`src/rtl/memory_stage.sv`:
```
// Memory pipeline stage: handles loads/stores over a req/ready handshake and feeds the MEM/WB register.
// Optional bus watchdog enabled by defining MEM_TIMEOUT_EN.
module memory_stage #(
  parameter int ADDR_WIDTH     = 64,
  parameter int DATA_WIDTH     = 64,
  parameter int REG_ADDR_W     = 5,
  parameter int TIMEOUT_CYCLES = 256
) (
  input  logic                  i_clk,
  input  logic                  i_arst,
  input  logic [2:0]            i_result_src,
  input  logic                  i_mem_we,
  input  logic                  i_reg_we,
  input  logic                  i_load_instr,
  input  logic [2:0]            i_func3,
  input  logic [ADDR_WIDTH-1:0] i_pc_plus4,
  input  logic [ADDR_WIDTH-1:0] i_pc_target,
  input  logic [DATA_WIDTH-1:0] i_imm_ext,
  input  logic [DATA_WIDTH-1:0] i_alu_result,
  input  logic [DATA_WIDTH-1:0] i_write_data,
  input  logic [REG_ADDR_W-1:0] i_rd_addr,
  output logic                  o_mem_req,
  output logic                  o_mem_we,
  output logic [ADDR_WIDTH-1:0] o_mem_addr,
  output logic [DATA_WIDTH-1:0] o_mem_wdata,
  output logic [7:0]            o_mem_wstrb,
  input  logic                  i_mem_ready,
  input  logic [DATA_WIDTH-1:0] i_mem_rdata,
  output logic                  o_stall_mem,
  output logic                  o_misaligned,
`ifdef MEM_TIMEOUT_EN
  output logic                  o_mem_fault,
`endif
  output logic [2:0]            o_result_src,
  output logic                  o_reg_we,
  output logic [ADDR_WIDTH-1:0] o_pc_plus4,
  output logic [ADDR_WIDTH-1:0] o_pc_target,
  output logic [DATA_WIDTH-1:0] o_imm_ext,
  output logic [DATA_WIDTH-1:0] o_alu_result,
  output logic [DATA_WIDTH-1:0] o_read_data,
  output logic [REG_ADDR_W-1:0] o_rd_addr,
  output logic [REG_ADDR_W-1:0] o_rd_addr_fwd,
  output logic                  o_reg_we_fwd
);

  if (DATA_WIDTH != 64 || TIMEOUT_CYCLES < 1) begin : g_bad_cfg
    $error("memory_stage: DATA_WIDTH must be 64 and TIMEOUT_CYCLES positive");
  end

  typedef enum logic [1:0] {IDLE, ACCESS, DONE} state_e;

  state_e                state_q, state_d;
  logic                  mem_op, misalign, start, access_end, pipe_load, drop_we, fault, timeout;
  logic [2:0]            off;
  logic [7:0]            strb_base;
  logic [DATA_WIDTH-1:0] rdata_q, shifted, load_ext;

  assign mem_op = i_load_instr | i_mem_we;
  assign off    = i_alu_result[2:0];

  // Store sizes 4-7 do not exist, so they are rejected the same way as a misaligned access.
  always_comb begin
    misalign = 1'b0;
    case (i_func3[1:0])
      2'd1:    misalign = off[0];
      2'd2:    misalign = |off[1:0];
      2'd3:    misalign = |off;
      default: misalign = 1'b0;
    endcase
    if (i_mem_we && i_func3[2]) misalign = 1'b1;
  end

  assign start        = (state_q == IDLE) && mem_op && !misalign;
  assign access_end   = (state_q == ACCESS) && (i_mem_ready || timeout);
  assign pipe_load    = ((state_q == IDLE) && !start) || (state_q == DONE);
  assign o_stall_mem  = i_arst && (start || (state_q == ACCESS));
  assign o_misaligned = i_arst && (state_q == IDLE) && mem_op && misalign;

  assign o_rd_addr_fwd = i_rd_addr;
  assign o_reg_we_fwd  = i_reg_we;

`ifdef MEM_TIMEOUT_EN
  localparam int CW = $clog2(TIMEOUT_CYCLES + 1);
  logic [CW-1:0] cnt_q;
  logic          fault_q;

  assign timeout     = (state_q == ACCESS) && !i_mem_ready && (cnt_q == CW'(TIMEOUT_CYCLES - 1));
  assign fault       = fault_q;
  assign o_mem_fault = fault_q;

  // fault_q is set on the ACCESS->DONE timeout edge, so it is high exactly for the DONE cycle.
  always_ff @(posedge i_clk or negedge i_arst) begin
    if (!i_arst) begin
      cnt_q   <= '0;
      fault_q <= 1'b0;
    end else begin
      cnt_q <= (state_q == ACCESS) ? cnt_q + 1'b1 : '0;
      if (timeout)                fault_q <= 1'b1;
      else if (state_q == DONE)   fault_q <= 1'b0;
    end
  end
`else
  assign timeout = 1'b0;
  assign fault   = 1'b0;
`endif

  always_comb begin
    state_d = state_q;
    case (state_q)
      IDLE:    if (start) state_d = ACCESS;
      ACCESS:  if (access_end) state_d = DONE;
      DONE:    state_d = IDLE;
      default: state_d = IDLE;
    endcase
  end

  always_comb begin
    strb_base = 8'h00;
    case (i_func3[1:0])
      2'd0: strb_base = 8'h01;
      2'd1: strb_base = 8'h03;
      2'd2: strb_base = 8'h0F;
      2'd3: strb_base = 8'hFF;
      default: strb_base = 8'h00;
    endcase
  end

  assign shifted = rdata_q >> {off, 3'b000};

  always_comb begin
    load_ext = '0;
    case (i_func3)
      3'd0: load_ext = {{(DATA_WIDTH-8){shifted[7]}},   shifted[7:0]};
      3'd1: load_ext = {{(DATA_WIDTH-16){shifted[15]}}, shifted[15:0]};
      3'd2: load_ext = {{(DATA_WIDTH-32){shifted[31]}}, shifted[31:0]};
      3'd3: load_ext = shifted;
      3'd4: load_ext = {{(DATA_WIDTH-8){1'b0}},  shifted[7:0]};
      3'd5: load_ext = {{(DATA_WIDTH-16){1'b0}}, shifted[15:0]};
      3'd6: load_ext = {{(DATA_WIDTH-32){1'b0}}, shifted[31:0]};
      default: load_ext = '0;
    endcase
  end

  assign drop_we = (mem_op && misalign) || (i_load_instr && (i_func3 == 3'd7)) || fault;

  always_ff @(posedge i_clk or negedge i_arst) begin
    if (!i_arst) begin
      state_q     <= IDLE;
      o_mem_req   <= 1'b0;
      o_mem_we    <= 1'b0;
      o_mem_addr  <= '0;
      o_mem_wdata <= '0;
      o_mem_wstrb <= '0;
      rdata_q     <= '0;
    end else begin
      state_q <= state_d;
      if (start) begin
        o_mem_req   <= 1'b1;
        o_mem_we    <= i_mem_we;
        o_mem_addr  <= {i_alu_result[ADDR_WIDTH-1:3], 3'b000};
        o_mem_wdata <= i_write_data << {off, 3'b000};
        o_mem_wstrb <= i_mem_we ? (strb_base << off) : 8'h00;
      end else if (access_end) begin
        o_mem_req <= 1'b0;
        o_mem_we  <= 1'b0;
      end
      if ((state_q == ACCESS) && i_mem_ready) rdata_q <= i_mem_rdata;
    end
  end

  // While stalled the writeback register carries a bubble (reg_we low) instead of replaying.
  always_ff @(posedge i_clk or negedge i_arst) begin
    if (!i_arst) begin
      o_result_src <= '0;
      o_reg_we     <= 1'b0;
      o_pc_plus4   <= '0;
      o_pc_target  <= '0;
      o_imm_ext    <= '0;
      o_alu_result <= '0;
      o_read_data  <= '0;
      o_rd_addr    <= '0;
    end else if (pipe_load) begin
      o_result_src <= i_result_src;
      o_reg_we     <= i_reg_we && !drop_we;
      o_pc_plus4   <= i_pc_plus4;
      o_pc_target  <= i_pc_target;
      o_imm_ext    <= i_imm_ext;
      o_alu_result <= i_alu_result;
      o_read_data  <= ((state_q == DONE) && i_load_instr && !fault) ? load_ext : '0;
      o_rd_addr    <= i_rd_addr;
    end else begin
      o_reg_we <= 1'b0;
    end
  end

endmodule
```
`config.mk`:
```
export PLATFORM = sky130hd
export DESIGN_NAME = memory_stage
export DESIGN_NICKNAME = d
export VERILOG_FILES = /design/src/rtl/memory_stage.sv
export SDC_FILE = /design/constraint.sdc
export NUM_CORES = 1
export LEC_CHECK = 0
export CAP_MARGIN = 20
export CORE_AREA = 2 2 336 338
export DETAILED_ROUTE_END_ITERATION = 10
export DIE_AREA = 0 0 338 340
export GPL_ROUTABILITY_DRIVEN = 0
export PLACE_DENSITY = 0.46
export SLEW_MARGIN = 20
export SYNTH_ARGS = -nofsm -noshare
export SYNTH_HDL_FRONTEND = slang
export SYNTH_SLANG_ARGS = --single-unit
```
`constraint.sdc`:
```
create_clock -name i_clk -period 5.2 [get_ports i_clk]
set_input_delay 0.52 -clock i_clk [delete_from_list [all_inputs] [get_ports i_clk]]
set_output_delay 0.52 -clock i_clk [all_outputs]
set_load 0.05 [all_outputs]
```
# --- Yosys cells after proc, flatten, opt, wreduce, memory -nomap -nowiden ---
# Cells that the tools add are included.
word_totals:
  out_inout_bits: 475
  input_bits: 401
  regBits: 530
classes:
  n_eq_ne: 14
  shift: 3
  mux: 13
  n_bitwise: 1
  reduce_logical: 26
op_table:
  columns: ["operator", "n"]
  rows:
  - ["$pmux W64 S7", 1]
  - ["$mux W64", 1]
  - ["$shl A64 B6 Y64", 1]
  - ["$shr A64 B6 Y64", 1]
  - ["$pmux W8 S4", 1]
  - ["$logic_and A1 B1 Y1", 13]
  - ["$eq A3 B3 Y1 const B", 4]
  - ["$mux W8", 1]
  - ["$shl A8 B3 Y8", 1]
  - ["$eq A2 B2 Y1 const B", 3]
  - ["$eq A3 B2 Y1 const B", 2]
  - ["$mux W1", 5]
  - ["$eq A2 B1 Y1 const B", 2]
  - ["$logic_not A2 Y1", 2]
  - ["$mux W2", 2]
  - ["$ne A2 B2 Y1 const B", 2]
  - ["$pmux W2 S2", 1]
  - ["$eq A3 B1 Y1 const B", 1]
  - ["$logic_not A1 Y1", 3]
  - ["$logic_not A3 Y1", 1]
  - ["$logic_or A1 B1 Y1", 3]
  - ["$pmux W1 S3", 1]
  - ["$reduce_or A3 Y1", 1]
  - ["$reduce_and A2 Y1", 1]
  - ["3 further kinds", 3]

# --- Depth between registers and ports, before layout ---
depth:
  word_depth: 9
  mapped_depth: 10
  depth_no_buf: 5

# --- Worst setup path before layout ---
# Ideal clock, no wire load.
synth_timing:
  kind: "in2out"
  start: "in i_mem_we"
  end: "out o_stall_mem"
  t_arrival_ns: 2.191
  cell_stages: 7
  path_buffers: 3
  path_slack_ns: 2.489
  t_required_ns: 4.680
  path_cell_list: "buf_2 -> nor2_1 -> or3_1 -> clkbuf_1 -> nor2_1 -> clkbuf_1 -> o21a_1"
synth_via:
  elab_chain_cells: 6
synth_rtl:
  columns: ["element", "line_no", "source"]
  rows:
  - ["start: declaration", "12", "input logic i_mem_we,"]
  - ["$logic_and A1 B1 Y1", "70", "if (i_mem_we && i_func3[2]) misalign = 1'b1;"]
  - ["$mux W1", "70", null]
  - ["$logic_not A1 Y1", "73", "assign start = (state_q == IDLE) && mem_op && !misalign;"]
  - ["$logic_and A1 B1 Y1 *", "73", null]
  - ["$logic_or A1 B1 Y1 *", "76", "assign o_stall_mem = i_arst && (start || (state_q == ACCESS));"]
  - ["$logic_and A1 B1 Y1 *", "76", null]
  - ["end: declaration", "29", "output logic o_stall_mem,"]
# Every way passes the cells marked *; elsewhere a longest branch is shown, timed or not.

# --- Worst setup path in the final report ---
layout_timing:
  start: "in i_func3[0]"
  end: "out o_misaligned"
layout_via:
  elab_chain_cells: 4
layout_rtl:
  columns: ["element", "line_no", "source"]
  rows:
  - ["start: declaration", "15", "input logic [2:0] i_func3,"]
  - ["$eq A2 B2 Y1 or $eq A2 B1 Y1 (tied branches)", "64", "case (i_func3[1:0])"]
  - ["$pmux W1 S3 *", "64", null]
  - ["$mux W1 *", "70", null]
  - ["$logic_and A1 B1 Y1 *", "77", "assign o_misaligned = i_arst && (state_q == IDLE) && mem_op && misalign;"]
  - ["end: declaration", "30", "output logic o_misaligned,"]
# Marked as above.

==> out/qor.yml <==
status: "finished clean"
skew_ns: 0.0209
cts_made_buffers: 70
synth_area_leaders: "dfrtp_1 (58%), mux2_2 (18%), nand2_1 (5.2%)"
fmax_mhz: 269
finalHoldViolCount: 0
die_x_um: 338
clk_pin_slew_ns: 0.05
leakage_nw: 14.9
grt_overflow: 0
routed_wl_um: 100000
top_layer_used: "met5"
ys_seq_elements: 530
drv_cap: 0
synthTopCellsByCount: "dfrtp_1 (530), mux2_2 (362), nand2_1 (317), mux2i_1 (98), o21ai_0 (89)"
stdcell_count: 4234
dr_wl_met2_um: 51400
dieHeight_um: 340
drt_iter0_drc: 725
synth.most_common_cell: "dfrtp_1"
powerDensity_mw_per_mm2: 535
drcViolationCount: 0
slew_headroom_pct: 37.0
nNetsFinal: 3079
portBuffers: 872
worst_setup_path_start_kind: "input port"
grt_usage_pct: 16.9
post-dp-hpwl_um: 76700
drv_slew: 0
dieArea_mm2: 0.115
avgSynthCellArea_um2: 12.4
start_util_pct: 20.4
clk_latency_ns: 0.64
post-synth-top-area-cell: "dfrtp_1"
core-area_mm2: 0.112
placed_cells: 4105
grt_max_degree: 152
synth_edf_count: 0
regArea_mm2: 0.0133
io_pins: 876
first_pass_iters: 4
rows: 123
yosysSeqAreaShare_pct: 58.3
criticalPathCategory: "input port to output pin"
tns_ns: 0
post_drt_wl_per_cell_um: 23.6
required_ns: 4.68
synth_area_mm2: 0.0227
drive_above_1_share_pct: 19.9
cts_tree: "built"
antenna_found_initial: 15
setup_viol: 0
dr_wl_met3_um: 8380
cts-root-buf: "clkbuf_16"
ant_nets: 0
cts_resized: 0
wirelength_met1_um: 37800
cts_buffer_depth: 3
period_share_pct: 71.4
synth_top_cell_area_share_pct: 58.3
synthArstFlopShare_pct: 100
ir_drop_v: 0.000307
yosys_warnings: 0
first_global_vias: 19800
clock_sink_count: 530
area_delta_synth_final_pct: 56.2
grt_pass1_wl_um: 142000
setup.worst_path.end_class: "output pin"
nFillCells: 11200
viasPerCell: 4.30
crit_path_max_fanout: 12
cp.arrival_ns: 3.19
multi_input_area_mm2: 0.00883
cts_setup_buffers: 0
final.min_clock_period_ns: 3.71
p_total_mw: 19.0
rsz0062_at_grt: "false"
netlist_instances: 1837
htreeDepth: 3
final_core_util_pct: 31.9
vias: 18200
yosysUniqueCellTypes: 52
hold_path_class: "input port to flop"
tightestPinTransition_ns: 0.944
ys.flop_type: "dfrtp_1"
-- sequential cells by signal, summed over array words and instances (netlist names) --
name / cells
o_alu_result: 64
o_imm_ext: 64
o_mem_wdata: 64
o_pc_plus4: 64
o_pc_target: 64
o_read_data: 64
rdata_q: 64
o_mem_addr: 61
o_mem_wstrb: 8
o_rd_addr: 5
o_result_src: 3
state_q: 2
o_mem_req: 1
o_mem_we: 1
o_reg_we: 1
-- power breakdown --
part / switching (mW) / internal (mW)
Sequential: 0.796 / 5.22
Combinational: 5.05 / 2.85
Clock: 1.98 / 3.10
-- cells in the final DEF, fill, tap and decap left out, types with 12 or more instances in the layout --
| cell type | n |
|---|---|
| clkdlybuf4s50_1 | 868 |
| dfrtp_1 | 530 |
| mux2_2 | 362 |
| nand2_1 | 316 |
| mux2i_1 | 98 |
| o21ai_0 | 89 |
| clkbuf_16 | 71 |
| a221o_1 | 40 |
| a21oi_1 | 39 |
| a211oi_1 | 31 |
| buf_4 | 29 |
| nor2_1 | 28 |
| o31ai_1 | 19 |
| nor2b_1 | 18 |
| nand3_1 | 13 |
| clkbuf_1 | 13 |
| clkbuf_8 | 12 |
-- cells by family after synthesis --
| group | share of synthesized area [%] |
|---|---|
| flops | 58.3 |
| mux | 22.6 |
| simple gates | 7.34 |
| compound gates | 8.64 |
| buf+inv | 3.14 |
| other cells | 0.0165 |
-- through the flow --
stage	setup slack (ns)	hold WS, ns	area [um^2]
6_report	1.49	0.305	35500
2_1_floorplan	2.49	0.224	22800
3_5_place_dp	1.45	0.459	33100
4_1_cts	1.53	0.247	35500
3_3_place_gp	1.50	0.457	33100
5_1_grt	1.42	0.289	35500
-- path summary, 6_finish.rpt --
kind,start,cells past startpoint,slack [ns],endpoint
worst max-delay path,i_func3[0],5,1.49,o_misaligned
worst min-delay path,i_alu_result[2],2,0.30,o_mem_wstrb[3]
worst max register to register,state_q[0],5,2.30,o_imm_ext[33]
worst min register to register,o_mem_wdata[7],2,0.46,o_mem_wdata[7]
max in group asynchronous,i_arst,4,2.70,o_pc_plus4[29]
min in group asynchronous,i_arst,2,0.45,o_alu_result[42]
-- layer usage --
metal,track usage [%],vias to the layer above
li1,-,8170
met1,18.7,9168
met4,4.71,14
met2,30.6,700
met3,5.52,134
met5,0,-
-- repair_timing --
item                       CTS  global route
setup endpoints to repair    0             0
hold buffers                 1             0
hold endpoints to repair    65             0
-- cell type report --
class | instances | share of cell area, %
Tap cell | 1500 | 5.28
Timing Repair Buffer | 910 | 25.7
Multi-Input combinational cell | 1158 | 24.8
Sequential cell | 530 | 37.3
Antenna cell | 4 | 0.0282
Inverter | 8 | 0.0845
Clock buffer | 96 | 5.60
Clock inverter | 28 | 1.17
-- critical path, stage by stage --
cell             delay (ns)
clkdlybuf4s50_1        0.79
inv_1                  0.19
o211ai_1               0.59
and3_1                 0.26
clkdlybuf4s50_1        0.84
(Power assumes the default switching activity.)
